`src/rtl/alu_sequencer_if.sv`:
```
// Request/response bundle between the fetch/issue side (master) and the ALU sequencer (slave).
interface alu_sequencer_if #(
  parameter int unsigned WIDTH = 20
);
  logic             op_valid;
  logic             op_ready;
  logic [4:0]       op_code;
  logic             mode;
  logic [WIDTH-1:0] a;
  logic [WIDTH-1:0] b;
  logic             res_valid;
  logic             res_ready;
  logic [WIDTH-1:0] res_a;
  logic [WIDTH-1:0] res_b;
  logic [2:0]       status;
  logic             branch_taken;
  logic [WIDTH-1:0] branch_target;
  logic             trap;

  modport master (
    output op_valid, op_code, mode, a, b, res_ready,
    input  op_ready, res_valid, res_a, res_b, status, branch_taken, branch_target, trap
  );

  modport slave (
    input  op_valid, op_code, mode, a, b, res_ready,
    output op_ready, res_valid, res_a, res_b, status, branch_taken, branch_target, trap
  );
endinterface

```
`src/rtl/alu_sequencer.sv`:
```
// Sequential controller around the 20-bit ALU: latches one op, executes it in half/full-word
// mode, owns the {C,S,Z} status register and resolves jumps/trap for the fetch stage.
module alu_sequencer #(
  parameter int unsigned WIDTH = 20,
  parameter int unsigned HALF  = 10
) (
  input  logic           clk,
  input  logic           rst,
  alu_sequencer_if.slave bus
);

  typedef enum logic [1:0] {S_IDLE, S_EXEC, S_DONE, S_TRAP} state_e;

  typedef enum logic [4:0] {
    OP_NOP  = 5'd0,  OP_TRAP = 5'd1,  OP_NOT = 5'd2,  OP_AND = 5'd3,  OP_OR   = 5'd4,
    OP_XOR  = 5'd5,  OP_SHR  = 5'd6,  OP_SHL = 5'd7,  OP_ROR = 5'd8,  OP_ROL  = 5'd9,
    OP_SWP  = 5'd10, OP_INC  = 5'd11, OP_DEC = 5'd12, OP_ADD = 5'd13, OP_ADC  = 5'd14,
    OP_SUB  = 5'd15, OP_SBC  = 5'd16, OP_EQ  = 5'd17, OP_GT  = 5'd18, OP_LT   = 5'd19,
    OP_GE   = 5'd20, OP_LE   = 5'd21, OP_LDSR = 5'd22, OP_XSR = 5'd23, OP_JMP = 5'd24,
    OP_JZ   = 5'd25, OP_JS   = 5'd26, OP_JZS = 5'd27
  } op_e;

  localparam logic [WIDTH-1:0] HALF_MASK = {{(WIDTH-HALF){1'b0}}, {HALF{1'b1}}};

  state_e           state_q, state_d;
  logic [4:0]       op_q;
  logic             mode_q;
  logic [WIDTH-1:0] a_q, b_q;
  logic [2:0]       status_q;
  logic [WIDTH-1:0] res_a_q, res_b_q, target_q;
  logic             taken_q;

  logic [WIDTH-1:0] mask, a_m, b_m, opnd;
  logic             a_top, r_top, c_in, carry_in;
  logic [WIDTH:0]   sum, dif;
  logic             sum_c, dif_b;
  logic [WIDTH-1:0] r_a, r_b, r_target;
  logic             r_taken, flag_c, upd_zs, upd_cmp, is_trap;
  logic [2:0]       st_next;

  // Datapath: everything works on masked operands so half-word mode never sees upper bits.
  always_comb begin
    mask     = mode_q ? '1 : HALF_MASK;
    a_m      = a_q & mask;
    b_m      = b_q & mask;
    a_top    = mode_q ? a_q[WIDTH-1] : a_q[HALF-1];
    c_in     = status_q[2];
    opnd     = ((op_q == OP_INC) || (op_q == OP_DEC)) ? {{(WIDTH-1){1'b0}}, 1'b1} : b_m;
    carry_in = ((op_q == OP_ADC) || (op_q == OP_SBC)) ? c_in : 1'b0;
    sum      = {1'b0, a_m} + {1'b0, opnd} + {{WIDTH{1'b0}}, carry_in};
    dif      = {1'b0, a_m} - {1'b0, opnd} - {{WIDTH{1'b0}}, carry_in};
    sum_c    = mode_q ? sum[WIDTH] : sum[HALF];
    dif_b    = mode_q ? dif[WIDTH] : dif[HALF];

    r_a      = '0;
    r_b      = '0;
    r_target = '0;
    r_taken  = 1'b0;
    flag_c   = c_in;
    upd_zs   = 1'b0;
    upd_cmp  = 1'b0;
    is_trap  = 1'b0;
    st_next  = status_q;

    case (op_q)
      OP_NOP:  ;
      OP_NOT:  begin r_a = ~a_m & mask;  upd_zs = 1'b1; end
      OP_AND:  begin r_a = a_m & b_m;    upd_zs = 1'b1; end
      OP_OR:   begin r_a = a_m | b_m;    upd_zs = 1'b1; end
      OP_XOR:  begin r_a = a_m ^ b_m;    upd_zs = 1'b1; end
      OP_SHR:  begin r_a = a_m >> 1; flag_c = a_m[0]; upd_zs = 1'b1; end
      OP_SHL:  begin r_a = (a_m << 1) & mask; flag_c = a_top; upd_zs = 1'b1; end
      OP_ROR: begin
        r_a = a_m >> 1;
        if (mode_q) r_a[WIDTH-1] = a_m[0];
        else        r_a[HALF-1]  = a_m[0];
        upd_zs = 1'b1;
      end
      OP_ROL: begin
        r_a    = (a_m << 1) & mask;
        r_a[0] = a_top;
        upd_zs = 1'b1;
      end
      OP_SWP:  begin r_a = b_m; r_b = a_m; end
      OP_INC, OP_ADD, OP_ADC: begin r_a = sum[WIDTH-1:0] & mask; flag_c = sum_c; upd_zs = 1'b1; end
      OP_DEC, OP_SUB, OP_SBC: begin r_a = dif[WIDTH-1:0] & mask; flag_c = dif_b; upd_zs = 1'b1; end
      OP_EQ:   begin r_a = {{(WIDTH-1){1'b0}}, a_m == b_m}; upd_cmp = 1'b1; end
      OP_GT:   begin r_a = {{(WIDTH-1){1'b0}}, a_m >  b_m}; upd_cmp = 1'b1; end
      OP_LT:   begin r_a = {{(WIDTH-1){1'b0}}, a_m <  b_m}; upd_cmp = 1'b1; end
      OP_GE:   begin r_a = {{(WIDTH-1){1'b0}}, a_m >= b_m}; upd_cmp = 1'b1; end
      OP_LE:   begin r_a = {{(WIDTH-1){1'b0}}, a_m <= b_m}; upd_cmp = 1'b1; end
      OP_LDSR: st_next = a_q[2:0];
      OP_XSR:  st_next = status_q ^ a_q[2:0];
      OP_JMP:  begin r_taken = 1'b1;                  r_target = a_m; end
      OP_JZ:   begin r_taken = status_q[0];           r_target = a_m; end
      OP_JS:   begin r_taken = status_q[1];           r_target = a_m; end
      OP_JZS:  begin r_taken = |status_q[1:0];        r_target = a_m; end
      default: is_trap = 1'b1;
    endcase

    r_top = mode_q ? r_a[WIDTH-1] : r_a[HALF-1];
    if (upd_zs)  st_next = {flag_c, r_top, r_a == '0};
    if (upd_cmp) st_next = {c_in, a_m < b_m, a_m == b_m};
  end

  always_comb begin
    state_d      = state_q;
    bus.op_ready  = 1'b0;
    bus.res_valid = 1'b0;
    bus.trap      = 1'b0;
    case (state_q)
      S_IDLE: begin
        bus.op_ready = 1'b1;
        if (bus.op_valid) state_d = S_EXEC;
      end
      S_EXEC: state_d = is_trap ? S_TRAP : S_DONE;
      S_DONE: begin
        bus.res_valid = 1'b1;
        if (bus.res_ready) state_d = S_IDLE;
      end
      S_TRAP: bus.trap = 1'b1;
      default: state_d = S_IDLE;
    endcase
  end

  always_ff @(posedge clk) begin
    if (rst) state_q <= S_IDLE;
    else     state_q <= state_d;
  end

  always_ff @(posedge clk) begin
    if (rst) begin
      op_q     <= '0;
      mode_q   <= 1'b0;
      a_q      <= '0;
      b_q      <= '0;
      status_q <= '0;
      res_a_q  <= '0;
      res_b_q  <= '0;
      target_q <= '0;
      taken_q  <= 1'b0;
    end else begin
      case (state_q)
        S_IDLE: if (bus.op_valid) begin
          op_q   <= bus.op_code;
          mode_q <= bus.mode;
          a_q    <= bus.a;
          b_q    <= bus.b;
        end
        S_EXEC: begin
          res_a_q  <= r_a;
          res_b_q  <= r_b;
          target_q <= r_target;
          taken_q  <= r_taken;
          status_q <= st_next;
        end
        S_DONE: if (bus.res_ready) taken_q <= 1'b0;
        default: ;
      endcase
    end
  end

  assign bus.res_a         = res_a_q;
  assign bus.res_b         = res_b_q;
  assign bus.status        = status_q;
  assign bus.branch_taken  = taken_q;
  assign bus.branch_target = target_q;

endmodule

```
`src/flat_wrapper.sv`:
```
// flat-port wrapper written by rule: the top's interface ports become plain ports
module alu_sequencer_flat 
#(
  parameter int unsigned WIDTH = 20,
  parameter int unsigned HALF  = 10
)
  (clk, rst, bus_op_valid, bus_op_code, bus_mode, bus_a, bus_b, bus_res_ready, bus_op_ready, bus_res_valid, bus_res_a, bus_res_b, bus_status, bus_branch_taken, bus_branch_target, bus_trap);
  alu_sequencer_if #(.WIDTH(WIDTH)) bus_i ();
  input  logic clk;
  input  logic rst;
  input wire logic [$bits(bus_i.op_valid)-1:0] bus_op_valid;
  input wire logic [$bits(bus_i.op_code)-1:0] bus_op_code;
  input wire logic [$bits(bus_i.mode)-1:0] bus_mode;
  input wire logic [$bits(bus_i.a)-1:0] bus_a;
  input wire logic [$bits(bus_i.b)-1:0] bus_b;
  input wire logic [$bits(bus_i.res_ready)-1:0] bus_res_ready;
  output wire logic [$bits(bus_i.op_ready)-1:0] bus_op_ready;
  output wire logic [$bits(bus_i.res_valid)-1:0] bus_res_valid;
  output wire logic [$bits(bus_i.res_a)-1:0] bus_res_a;
  output wire logic [$bits(bus_i.res_b)-1:0] bus_res_b;
  output wire logic [$bits(bus_i.status)-1:0] bus_status;
  output wire logic [$bits(bus_i.branch_taken)-1:0] bus_branch_taken;
  output wire logic [$bits(bus_i.branch_target)-1:0] bus_branch_target;
  output wire logic [$bits(bus_i.trap)-1:0] bus_trap;
  assign bus_i.op_valid = bus_op_valid;
  assign bus_i.op_code = bus_op_code;
  assign bus_i.mode = bus_mode;
  assign bus_i.a = bus_a;
  assign bus_i.b = bus_b;
  assign bus_i.res_ready = bus_res_ready;
  assign bus_op_ready = bus_i.op_ready;
  assign bus_res_valid = bus_i.res_valid;
  assign bus_res_a = bus_i.res_a;
  assign bus_res_b = bus_i.res_b;
  assign bus_status = bus_i.status;
  assign bus_branch_taken = bus_i.branch_taken;
  assign bus_branch_target = bus_i.branch_target;
  assign bus_trap = bus_i.trap;
  alu_sequencer #(.WIDTH(WIDTH), .HALF(HALF)) u_core (.clk(clk), .rst(rst), .bus(bus_i));
endmodule
```
`config.mk`:
```
export PLATFORM = sky130hd
export DESIGN_NAME = alu_sequencer_flat
export DESIGN_NICKNAME = d
export VERILOG_FILES = /design/src/rtl/alu_sequencer_if.sv /design/src/rtl/alu_sequencer.sv /design/src/flat_wrapper.sv
export SDC_FILE = /design/constraint.sdc
export NUM_CORES = 1
export LEC_CHECK = 0
export BUFFER_PORTS_ARGS = -buffer_cell sky130_fd_sc_hd__buf_2
export CAP_MARGIN = 20
export CORE_MARGIN = 2
export CORE_UTILIZATION = 57
export CTS_CLUSTER_DIAMETER = 30
export DETAILED_ROUTE_END_ITERATION = 16
export GPL_TIMING_DRIVEN = 0
export HOLD_SLACK_MARGIN = 0.03
export PLACE_DENSITY = 0.83
export SYNTH_ARGS = -nofsm -noshare
export SYNTH_HDL_FRONTEND = slang
export SYNTH_SLANG_ARGS = --single-unit
```
`constraint.sdc`:
```
create_clock -name clk -period 6.3 [get_ports clk]
set_clock_uncertainty 0.05 [all_clocks]
set_input_delay 1.26 -clock clk [delete_from_list [all_inputs] [get_ports clk]]
set_output_delay 1.26 -clock clk [all_outputs]
set_load 0.005 [all_outputs]
```
After elaboration in Yosys (flattened, before gate mapping)
Cells that the tools add are included.
Word-level totals
  input port bits: 50
  word-level logic and storage cells: 113
  register bits: 112
  output and inout port bits: 67
Cells by class
  equality and inequality tests: 33
  reduce and logical (&&, ||, !) cells: 21
  add/subtract/negate cells: 4
  mux-type cells: 28
  bitwise operators: 12
  order comparisons: 4
Operator list (count)
  $pmux W20 S16: 1
  $and A20 B20 Y20: 7
  $mux W20: 4
  $eq A5 B5 Y1 const B: 12
  $eq A5 B4 Y1 const B: 8
  $reduce_or A27 Y1: 1
  $add A20 B20 Y21: 1
  $add A21 B1 Y21: 1
  $sub A20 B20 Y21: 1
  $sub A21 B1 Y21: 1
  $eq A20 B20 Y1: 1
  $eq A5 B3 Y1 const B: 4
  $ge A20 B20 Y1: 1
  $gt A20 B20 Y1: 1
  $le A20 B20 Y1: 1
  $logic_not A20 Y1: 1
  $lt A20 B20 Y1: 1
  $not A20 Y20: 1
  $or A20 B20 Y20: 1
  $xor A20 B20 Y20: 1
  $mux W1: 14
  $reduce_or A14 Y1: 1
  $eq A5 B2 Y1 const B: 2
  $pmux W1 S4: 2
  other kinds (24): 33

Longest topological paths before layout
  depth in word-level cells: 10
  gate-level depth with buffers: 22
  depth with buffers taken out: 19

Worst setup path after synthesis
Ideal clock, no wire load.
  path type: register to register
  start point: register u_core.op_q[2]
  end point: register u_core.status_q[0] (netlist: u_core.bus.status[0])
  stages on the path, launching flop included: 21
  slack: 1.441 ns
  required time: 6.181 ns
  data arrival time: 4.740 ns
  buffers on the path: 4
  library setup time: 0.069 ns
  period minus slack after synthesis: 4.859 ns
  cells stage by stage: dfxtp_1 -> clkbuf_1 -> clkbuf_1 -> clkbuf_1 -> a21boi_0 -> nor2_1 -> clkbuf_1 -> nor2_1 -> ha_1 -> inv_1 -> ha_1 -> a21bo_1 -> a2111oi_2 -> o211ai_1 -> a31oi_1 -> a21oi_1 -> xnor2_1 -> a221o_1 -> a2111oi_2 -> nand4_1 -> o21ai_1
On the way
  word-level cells in the longest chain between the ends: 10
  elaborated cells on any way between the ends: 45
  classes of those cells: add/sub: 4; eq/ne: 22; mux: 8; bitwise: 2; reduce/logical: 9
Ends and longest elaborated chain
  start, declared: line alu_sequencer.sv:26  | logic [4:0] op_q;
  start signal, assigned: line alu_sequencer.sv:145  | op_q <= bus.op_code;
  $eq A5 B4 Y1: line alu_sequencer.sv:48, alu_sequencer.sv:65
  $logic_or A1 B1 Y1: line alu_sequencer.sv:48  | opnd = ((op_q == OP_INC) || (op_q == OP_DEC)) ? {{(WIDTH-1){1'b0}}, 1'b1} : b_m;
  $mux W20: line alu_sequencer.sv:48
  $sub A20 B20 Y21 / $add A20 B20 Y21 (equally long branches): line alu_sequencer.sv:51, alu_sequencer.sv:50
  $sub A21 B1 Y21 / $add A21 B1 Y21 (equally long branches): line alu_sequencer.sv:51, alu_sequencer.sv:50
  $and A20 B20 Y20 (on tied branches): line alu_sequencer.sv:86, alu_sequencer.sv:85
  $pmux W20 S16: line alu_sequencer.sv:65  | case (op_q)
  $logic_not A20 Y1: line alu_sequencer.sv:102  | if (upd_zs) st_next = {flag_c, r_top, r_a == '0};
  $mux W3: line alu_sequencer.sv:102
  $mux W2: line alu_sequencer.sv:103  | if (upd_cmp) st_next = {c_in, a_m < b_m, a_m == b_m};
  end signal, assigned: line alu_sequencer.sv:155  | status_q <= st_next;
  end, declared: line alu_sequencer.sv:29  | logic [2:0] status_q;
Several ways; a longest one is shown, not always the timed one.
A chain may end at the register's enable or synchronous reset.

Worst setup path after layout
  start point: register u_core.op_q[0]
  end point: register u_core.status_q[2] (netlist: u_core.bus.status[2])
On the way
  word-level cells in the longest chain between the ends: 8
  elaborated cells on any way between the ends: 44
  classes of those cells: add/sub: 4; eq/ne: 22; mux: 9; bitwise: 1; reduce/logical: 8
Ends and longest elaborated chain (line)
  $eq A5 B4 Y1: alu_sequencer.sv:48, alu_sequencer.sv:65
  $logic_or A1 B1 Y1: alu_sequencer.sv:48
  $mux W20: alu_sequencer.sv:48
  $sub A20 B20 Y21 / $add A20 B20 Y21 (equally long branches): alu_sequencer.sv:51, alu_sequencer.sv:50
  $sub A21 B1 Y21 / $add A21 B1 Y21 (equally long branches): alu_sequencer.sv:51, alu_sequencer.sv:50
  $mux W1 (on tied branches): alu_sequencer.sv:53, alu_sequencer.sv:52
  $pmux W1 S4: alu_sequencer.sv:65
  $mux W3: alu_sequencer.sv:102
Several ways; a longest one is shown, not always the timed one.

==> results.json <==
{
  "status": "completed",
  "endpoint_kind": "flip-flop",
  "row_count": 46,
  "critical-path-slowest-cell": "fa_1",
  "synth_most_common_cell": "nand2_1",
  "clock-sinks": 112,
  "dr.first_iter.drc_count": 1110,
  "place_congestion": 1.02,
  "cts_buffers": 9,
  "slew_violations": 0,
  "critical_path.startpoint": "u_core.op_q[0]$_SDFFE_PP0P_",
  "path_class": "flip-flop to flip-flop",
  "r2r-start": "u_core.op_q[0]$_SDFFE_PP0P_",
  "area.growth.synth_to_final_pct": 12.7,
  "synth-edff-count": 0,
  "critPathMaxStageDelay_ps": 490,
  "synth_ff_type": "dfxtp_1",
  "die_h_um": 132,
  "clk_latency_ps": 370,
  "hold_end": "u_core.bus.res_b[1]$_SDFFE_PP0P_",
  "timing.rr.end": "u_core.bus.status[2]$_SDFFE_PP0P_",
  "root_buffer": "clkbuf_16",
  "synth-async-reset-ratio_pct": 0,
  "post-cts-setup-buffers": 0,
  "path_max_fanout": 19,
  "place_ws_ps": -270,
  "path_clk_slew_ps": 80,
  "place_hpwl_um": 26500,
  "initial_core_util_pct": 58.4,
  "tritoncts": "yes",
  "syn_area_per_cell_um2": 7.39,
  "reg2reg_setup_slack_ps": 400,
  "grt_start_max_net_pins": 21,
  "antenna_cells": 0,
  "fp.dieW_um": 132,
  "grt_pass1_vias": 9348,
  "cp_cell_sequence": "buf_2, buf_2, nor2_1, a21boi_1, o21ai_0, inv_1, fa_1, inv_1, ha_1, nor2_1, fa_1, a21bo_1, a2111oi_2, o211ai_1, a31oi_1, a41oi_1, o21ai_0, xnor2_1, nand2_1, a41o_1, a221oi_1",
  "synth_nets": 1427,
  "critPathLaunchType": "flip-flop",
  "max-cap-violations": 0,
  "synth_top_area_share_pct": 24.2,
  "cp.arrival_ps": 6120,
  "firstDrtPassIters": 5,
  "finalSetupViolCount": 0,
  "ir_drop_uv": 164,
  "drc_errors": 0,
  "max_clock_freq_mhz": 169,
  "cts_resized": 3,
  "antenna_found_initial": 0,
  "coreArea_um2": 15900,
  "finalCriticalPeriod_ps": 5900,
  "syn_area_um2": 9280,
  "synth_top_area_cell": "dfxtp_1",
  "routedWlPerCell_um": 21.0,
  "drtAntennaViolNets": 0,
  "worst-r2r-cell-count": 21,
  "gr-total-overflow": 0,
  "dieArea_um2": 17300,
  "ios": 117,
  "drive_gt1_share_pct": 12.3,
  "slew_headroom_pct": 39.8,
  "nFillCells": 1470,
  "cts_max_path_buffers": 2,
  "synth.top_cells.by_area": "dfxtp_1, ha_1, nand2_1",
  "seq_area_frac_synth_pct": 24.2,
  "cellPowerDensity_nw_per_um2": 199,
  "ys_types": 81,
  "hold_class": "flip-flop to flip-flop",
  "synth_common_cells": "nand2_1, a21oi_1, ha_1",
  "rsz0062_at_grt": "false",
  "hp-start": "u_core.bus.res_b[1]$_SDFFE_PP0P_",
  "drt-total-wl_um": 33600,
  "hold_depth": 2,
  "p_leak_nw": 4.57,
  "h-tree-depth": 3,
  "hold_viol": 0,
  "syn-instance-count": 1256,
  "via_count": 10004,
  "ys_ff_latch": 112,
  "portBuffers": 116,
  "grt_use_total_pct": 37.7,
  "cts.hold.buffers_added": 0,
  "via_per_inst": 6.24,
  "power_mw": 2.08,
  "setup_slack_ps": 396,
  "required_ps": 6520,
  "tightest_slew_ps": 903,
  "grt_pass1_wl_um": 51100,
  "fin_nets": 1552,
  "min_period_over_period_pct": 93.7,
  "ys_warn_count": 0
}
## registers in the layout (all words and copies together) (netlist names)
register / cells
u_core.bus.res_b: 20
u_core.state_q: 2
u_core.bus.status: 3
u_core.a_q: 20
u_core.bus.branch_target: 20
u_core.op_q: 5
u_core.mode_q: 1
u_core.bus.res_a: 20
u_core.bus.branch_taken: 1
u_core.b_q: 20
## per-stage QoR
stage	std cells	hold slack [ps]	setup TNS, ps	utilization [%]	cell area [um2]
after CTS	1604	403	0	65.8	10500
final	1602	401	0	65.8	10500
after global placement	1588	389	-549	63.8	10100
after floorplan	1256	387	0	-	9280
after global routing	1602	422	0	65.8	10500
after detailed placement	1589	393	-587	63.8	10100
## critical path: cells and delay by family, from the launching register on
family	cells	cell delay [ps]
XOR/XNOR	1	160
buffers and inverters	4	880
flip-flops	1	310
AO/OA/AOI/OAI	10	2940
AND/OR/NAND/NOR	3	300
adder cells (fa/ha/maj)	3	1120
## where the power goes
part | total [mW] | leakage (nW) | switching, mW | internal [mW]
combinational | 0.673 | 3.50 | 0.427 | 0.246
clock | 0.620 | 0.155 | 0.302 | 0.319
sequential | 0.786 | 0.912 | 0.0450 | 0.741
## worst max path at each step
stage / to / slack, ps / cells after the start
final: u_core.bus.status[2]$_SDFFE_PP0P_ / 400 / 21
after global routing: u_core.bus.status[2]$_SDFFE_PP0P_ / 30 / 21
after CTS: u_core.bus.status[2]$_SDFFE_PP0P_ / 10 / 20
after detailed placement: u_core.bus.status[2]$_SDFFE_PP0P_ / -270 / 20
after global placement: u_core.bus.status[2]$_SDFFE_PP0P_ / -280 / 20
after floorplan: u_core.bus.status[0]$_SDFFE_PP0P_ / 1440 / 20
## placed cells by master, fill, tap and decap left out, types with 21 or more instances in the layout
cell / count
buf_2: 123
a211oi_1: 21
nand2_1: 202
nor2_1: 105
a22oi_1: 34
nor3_1: 21
clkbuf_1: 56
a21oi_1: 127
dfxtp_1: 112
ha_1: 117
xnor2_1: 30
nand3_1: 38
o21ai_0: 37
inv_1: 95
## cell families after synthesis
family                   synth area share (%)
XOR/XNOR                                 3.49
multiplexers                            0.324
flip-flops                               24.2
AND/OR/NAND/NOR                          20.4
adder cells (fa/ha/maj)                  16.6
AO/OA/AOI/OAI                            27.6
buffers and inverters                    7.32
## metal layers
metal / GRT usage (%) / wire length [um]
met1: 49.6 / 13600
met4: 17.8 / 1760
met5: 0 / 0
met3: 8.80 / 3670
met2: 58.6 / 14500
## final cells by class
type	count	area [um2]	area share (%)
Sequential cell	112	2240	21.4
Inverter	99	372	3.55
Buffer	75	300	2.87
Multi-Input combinational cell	967	6370	60.9
Timing Repair Buffer	117	588	5.62
Clock buffer	9	225	2.15
Tap cell	216	270	2.58
Clock inverter	7	88.8	0.850
(Power assumes the default switching activity.)
